**src/rtl/truth_table_sweeper_pkg.sv**
```systemverilog
// sweep_pkg: shared state encoding and width helpers for the truth-table sweeper.
package sweep_pkg;

    typedef enum logic [1:0] {
        S_IDLE,
        S_SETTLE,
        S_REPORT,
        S_DONE
    } sweep_state_t;

    function automatic int err_width(input int n_in);
        return n_in + 1;
    endfunction

endpackage

```
**src/rtl/truth_table_sweeper_if.sv**
```systemverilog
// truth_table_sweeper_if: per-row log record channel with valid/ready handshake.
interface truth_table_sweeper_if #(
    parameter int N_IN = 2
);
    logic            log_valid;
    logic            log_ready;
    logic [N_IN-1:0] log_vec;
    logic            log_dut;
    logic            log_exp;

    modport master (output log_valid, log_vec, log_dut, log_exp, input log_ready);
    modport slave  (input log_valid, log_vec, log_dut, log_exp, output log_ready);
endinterface

```
**src/rtl/truth_table_sweeper_settle_timer.sv**
```systemverilog
// sweep_settle_timer: counts cycles a combination has been held; expired on the last settle cycle.
module sweep_settle_timer #(
    parameter int SETTLE = 1
) (
    input  logic clk,
    input  logic reset,
    input  logic clear,
    input  logic enable,
    output logic expired
);
    localparam int W = SETTLE > 1 ? $clog2(SETTLE) : 1;

    logic [W-1:0] count;

    assign expired = count == W'(SETTLE - 1);

    always_ff @(posedge clk) begin
        if (reset || clear)
            count <= '0;
        else if (enable && !expired)
            count <= count + 1'b1;
    end
endmodule

```
**src/rtl/truth_table_sweeper.sv**
```systemverilog
// truth_table_sweeper: walks every DUT input combination, samples DUT vs golden output, logs each row.
module truth_table_sweeper
    import sweep_pkg::*;
#(
    parameter int N_IN   = 2,
    parameter int SETTLE = 1
) (
    input  logic                        clk,
    input  logic                        reset,
    input  logic                        start,
    output logic [N_IN-1:0]             stim,
    input  logic                        dut_out,
    input  logic                        exp_out,
    output logic                        busy,
    output logic                        done,
    truth_table_sweeper_if.master       log_bus,
    output logic [err_width(N_IN)-1:0]  err_count,
    output logic                        first_err_valid,
    output logic [N_IN-1:0]             first_err_vec
);
    sweep_state_t state, nxt;
    logic         expired;
    logic         last;

    assign last = &stim;
    assign busy = state == S_SETTLE || state == S_REPORT;
    assign done = state == S_DONE;

    sweep_settle_timer #(.SETTLE(SETTLE)) u_timer (
        .clk    (clk),
        .reset  (reset),
        .clear  (state != S_SETTLE),
        .enable (state == S_SETTLE),
        .expired(expired)
    );

    always_ff @(posedge clk) begin
        if (reset)
            state <= S_IDLE;
        else
            state <= nxt;
    end

    always_comb begin
        nxt = state;
        case (state)
            S_IDLE:   nxt = start ? S_SETTLE : S_IDLE;
            S_SETTLE: nxt = expired ? S_REPORT : S_SETTLE;
            S_REPORT: nxt = log_bus.log_ready ? (last ? S_DONE : S_SETTLE) : S_REPORT;
            default:  nxt = S_IDLE;
        endcase
    end

    always_ff @(posedge clk) begin
        if (reset) begin
            stim              <= '0;
            log_bus.log_valid <= 1'b0;
            log_bus.log_vec   <= '0;
            log_bus.log_dut   <= 1'b0;
            log_bus.log_exp   <= 1'b0;
            err_count         <= '0;
            first_err_valid   <= 1'b0;
            first_err_vec     <= '0;
        end else begin
            if (state == S_IDLE && start) begin
                stim            <= '0;
                err_count       <= '0;
                first_err_valid <= 1'b0;
                first_err_vec   <= '0;
            end
            if (state == S_SETTLE && expired) begin
                log_bus.log_valid <= 1'b1;
                log_bus.log_vec   <= stim;
                log_bus.log_dut   <= dut_out;
                log_bus.log_exp   <= exp_out;
                if (dut_out != exp_out) begin
                    err_count <= err_count + 1'b1;
                    if (!first_err_valid) begin
                        first_err_valid <= 1'b1;
                        first_err_vec   <= stim;
                    end
                end
            end
            // last row exits to DONE, so stim never wraps back to zero
            if (state == S_REPORT && log_bus.log_ready) begin
                log_bus.log_valid <= 1'b0;
                if (!last)
                    stim <= stim + 1'b1;
            end
        end
    end
endmodule

```
**src/flat_wrapper.sv**
```systemverilog
// flat-port wrapper written by rule: the top's interface ports become plain ports
module truth_table_sweeper_flat import sweep_pkg::*;
#(
    parameter int N_IN   = 2,
    parameter int SETTLE = 1
)
  (clk, reset, start, stim, dut_out, exp_out, busy, done, err_count, first_err_valid, first_err_vec, log_bus_log_valid, log_bus_log_vec, log_bus_log_dut, log_bus_log_exp, log_bus_log_ready);
  truth_table_sweeper_if #(.N_IN(N_IN)) log_bus_i ();
  input  logic clk;
  input  logic reset;
  input  logic start;
  output logic [N_IN-1:0] stim;
  input  logic dut_out;
  input  logic exp_out;
  output logic busy;
  output logic done;
  output logic [err_width(N_IN)-1:0] err_count;
  output logic first_err_valid;
  output logic [N_IN-1:0] first_err_vec;
  output wire logic [$bits(log_bus_i.log_valid)-1:0] log_bus_log_valid;
  output wire logic [$bits(log_bus_i.log_vec)-1:0] log_bus_log_vec;
  output wire logic [$bits(log_bus_i.log_dut)-1:0] log_bus_log_dut;
  output wire logic [$bits(log_bus_i.log_exp)-1:0] log_bus_log_exp;
  input wire logic [$bits(log_bus_i.log_ready)-1:0] log_bus_log_ready;
  assign log_bus_log_valid = log_bus_i.log_valid;
  assign log_bus_log_vec = log_bus_i.log_vec;
  assign log_bus_log_dut = log_bus_i.log_dut;
  assign log_bus_log_exp = log_bus_i.log_exp;
  assign log_bus_i.log_ready = log_bus_log_ready;
  truth_table_sweeper #(.N_IN(N_IN), .SETTLE(SETTLE)) u_core (.clk(clk), .reset(reset), .start(start), .stim(stim), .dut_out(dut_out), .exp_out(exp_out), .busy(busy), .done(done), .log_bus(log_bus_i), .err_count(err_count), .first_err_valid(first_err_valid), .first_err_vec(first_err_vec));
endmodule
```
**config.mk**
```make
export PLATFORM = sky130hd
export DESIGN_NAME = truth_table_sweeper_flat
export DESIGN_NICKNAME = d
export VERILOG_FILES = /design/src/rtl/truth_table_sweeper_pkg.sv /design/src/rtl/truth_table_sweeper_if.sv /design/src/rtl/truth_table_sweeper_settle_timer.sv /design/src/rtl/truth_table_sweeper.sv /design/src/flat_wrapper.sv
export SDC_FILE = /design/constraint.sdc
export NUM_CORES = 1
export LEC_CHECK = 0
export BUFFER_PORTS_ARGS = -buffer_cell sky130_fd_sc_hd__buf_4
export CORE_MARGIN = 8
export CORE_UTILIZATION = 52
export CTS_CLUSTER_DIAMETER = 100
export DETAILED_ROUTE_END_ITERATION = 10
export PLACE_DENSITY = 0.79
export RECOVER_POWER = 100
export SLEW_MARGIN = 20
export SYNTH_ARGS = -nofsm -noshare
export SYNTH_HDL_FRONTEND = slang
export SYNTH_SLANG_ARGS = --single-unit
```
**constraint.sdc**
```tcl
create_clock -name clk -period 2.78 [get_ports clk]
set_input_delay 0.278 -clock clk [delete_from_list [all_inputs] [get_ports clk]]
set_output_delay 0.278 -clock clk [all_outputs]
set_load 0.01 [all_outputs]
```
==> metrics.txt <==
status finished clean; total grt overflow 0; max-slew violations 0; layout cell share with drive strength beyond 1 0.100; Core Util, Final 0.651; Simple-Gate Fraction of Synth Area 0.199; DP Wirelength about 1200 um; Crit. End Element register; CP Max Fanout 10; Post-DRT Antenna Nets 0; slowest stage delay, CP 410 ps; clk root buf clkbuf_4; drt total wl 1580 um; ranking of synthesized cells by area dfxtp_1, ha_1, a21oi_1; HP Class input port to register; cts repair resizes 0; Initial DRC Count 21; Post-CTS Setup Inserts 0; post-route cell area 857 um^2; multi-input gate area in the final layout 380 um^2; GP Congestion approximately 0.79; Fin Setup TNS 0 ps; synthesis-stage register bit count 16; Wirelength per Cell roughly 14 um; post-synthesis mux area share 0; peak supply drop around 0.36 mV; RSZ-0062 raised after global routing no; Synth Area in Adders 0.119; final hold viol count 0; clock latency on the worst-skew pair 280 ps; leakage 0.331 nW; met3 routed WL 127 um; top-area cell type share of the netlist area 0.435; routed wire length on met2 738 um; Post-Synthesis Cells 79; area leader, netlist dfxtp_1; Max Fclk 659 MHz; largest net degree at the start of global routing 16; crit-path cells inv_1, ha_1, nand2b_1, o311ai_0, a21oi_1; register area share after synthesis 0.435; Max Root-Sink Buffers 2; post-synthesis cell type count 27; Synth Area in Compound Gates 0.170; fill cell count 123; CTS buffer count 3; die width roughly 54 um; CP max stage cell o311ai_0; Die Y 53.6 um; first-pass GRT wire length 2550 um; Die ar. 0.00288 mm^2; met1 wire length approximately 700 um; worst clock skew 6.13 ps; antenna violations before repair 0; Core Area 0.00132 mm^2; Clock Sinks 16; Pwr Density a little over 500 mW/mm^2; top sig layer met4; H-tree depth 1; router iterations before antenna repair 4; overall routing resource usage 0.115; vias in the first global route 590; Final Critical Period 1520 ps; Required @ worst endpoint between 2000 and 3000 ps; synth warn 0; syn_nets 92; Crit path arrival time 1690 ps; DRC 0; FF/Latch Area about 320 um^2; mean post-synth cell area between 9 and 10 um^2; count of input and output buffers 20; via count around 630; CP Class register to register; Synth Cell Area 737 um^2; I/O Pins 21; row count 13; crit path launch type register; Ant. Diodes 0; MaxCap Viol Count 0; final total power roughly 0.44 mW; Final setup viols 0; most common cell after layout, fill and taps aside dfxtp_1; vias per cell about 5.5; dpl cell area a little under 900 um^2; commonest cells after routing, fill and taps aside dfxtp_1, clkbuf_1, a21oi_1, nand2_1, ha_1; final period utilization 0.546; synthesis-to-layout area growth 16.3%; cts hold-fix bufs 0; Initial Util 0.559; fin nets 114; main combinational cell family by area after synthesis simple AND/OR/NAND/NOR gates; Clk pin slew, worst setup/hold paths ~90 ps; CTS tree done; XOR/XNOR share of the synthesized area 0.0357
## cells in the mapped netlist
master / n
nand4b_1: 1
nand3b_1: 1
nor2_1: 2
xor2_1: 2
or2_2: 1
a222oi_1: 1
nand2b_4: 1
ha_1: 7
nand2b_1: 1
conb_1: 1
clkbuf_1: 1
nor3b_1: 1
a21oi_1: 12
a22oi_1: 1
xnor2_1: 1
o311ai_0: 2
dfxtp_1: 16
o211ai_1: 3
a211oi_1: 1
nand2_1: 9
or3_1: 1
inv_1: 2
nor3_1: 2
and2b_2: 1
buf_2: 1
buf_6: 1
nand3_1: 6
## per-stage QoR
step                      instances  hold slack, ps  setup WS [ps]
after floorplan                  79             347           1470
after detailed placement        111             451           1400
final                           115             207           1260
after global placement          111             445           1470
after CTS                       115             205           1280
after global routing            115             205           1060
## state kept, by name (all words and copies together), names as in the netlist
register                  flops
u_core.err_count              3
u_core.first_err_valid        1
u_core.first_err_vec          2
u_core.log_bus.log_dut        1
u_core.log_bus.log_exp        1
u_core.log_bus.log_valid      1
u_core.log_bus.log_vec        2
u_core.state                  2
u_core.stim                   2
u_core.u_timer.count          1
## report_power, final
| group | internal, mW | switching, mW |
|---|---|---|
| registers | 0.236 | 0.00577 |
| logic | 0.0194 | 0.0342 |
| clock network | 0.0796 | 0.0681 |
| total | 0.335 | 0.108 |
## layer usage
metal | track usage | vias to the layer above
li1 | - | 324
met5 | 0 | -
met4 | 0.0126 | 0
met1 | 0.134 | 284
met2 | 0.193 | 18
met3 | 0.0551 | 2
## critical path: cells and delay by family, from the launching register on
| family | cells | cell delay [ps] |
|---|---|---|
| and+or+nand+nor | 1 | 240 |
| buffers and inverters | 1 | 90 |
| adders and majority gates | 1 | 210 |
| DFF | 1 | 350 |
| AOI/OAI and AO/OA | 2 | 520 |
## final cells by class
cell class | instances | share of cell area
Tap cell | 15 | 0.0219
Inverter | 2 | 0.00876
Multi-Input combinational cell | 58 | 0.444
Sequential cell | 16 | 0.374
Clock buffer | 4 | 0.0423
Timing Repair Buffer | 20 | 0.109
## path summary, 6_finish.rpt
| check | from | end | slack (ps) | depth (start not counted) |
|---|---|---|---|---|
| max reg2reg | u_core.state[1] | u_core.first_err_vec[0] | 1260 | 5 |
| min reg2reg | u_core.log_bus.log_dut | u_core.log_bus.log_dut | 460 | 2 |
| max | u_core.state[1] | u_core.first_err_vec[0] | 1260 | 5 |
| min | log_bus_log_ready | u_core.log_bus.log_valid | 210 | 2 |
## kinds of logic after synthesis
| logic type | Yosys count |
|---|---|
| compound gates | 20 |
| xor+xnor | 3 |
| fa+ha+maj | 7 |
| buf+inv | 5 |
| flops | 16 |
| other cells | 1 |
| simple gates | 27 |
No activity file was read; power rests on OpenSTA's default activity.
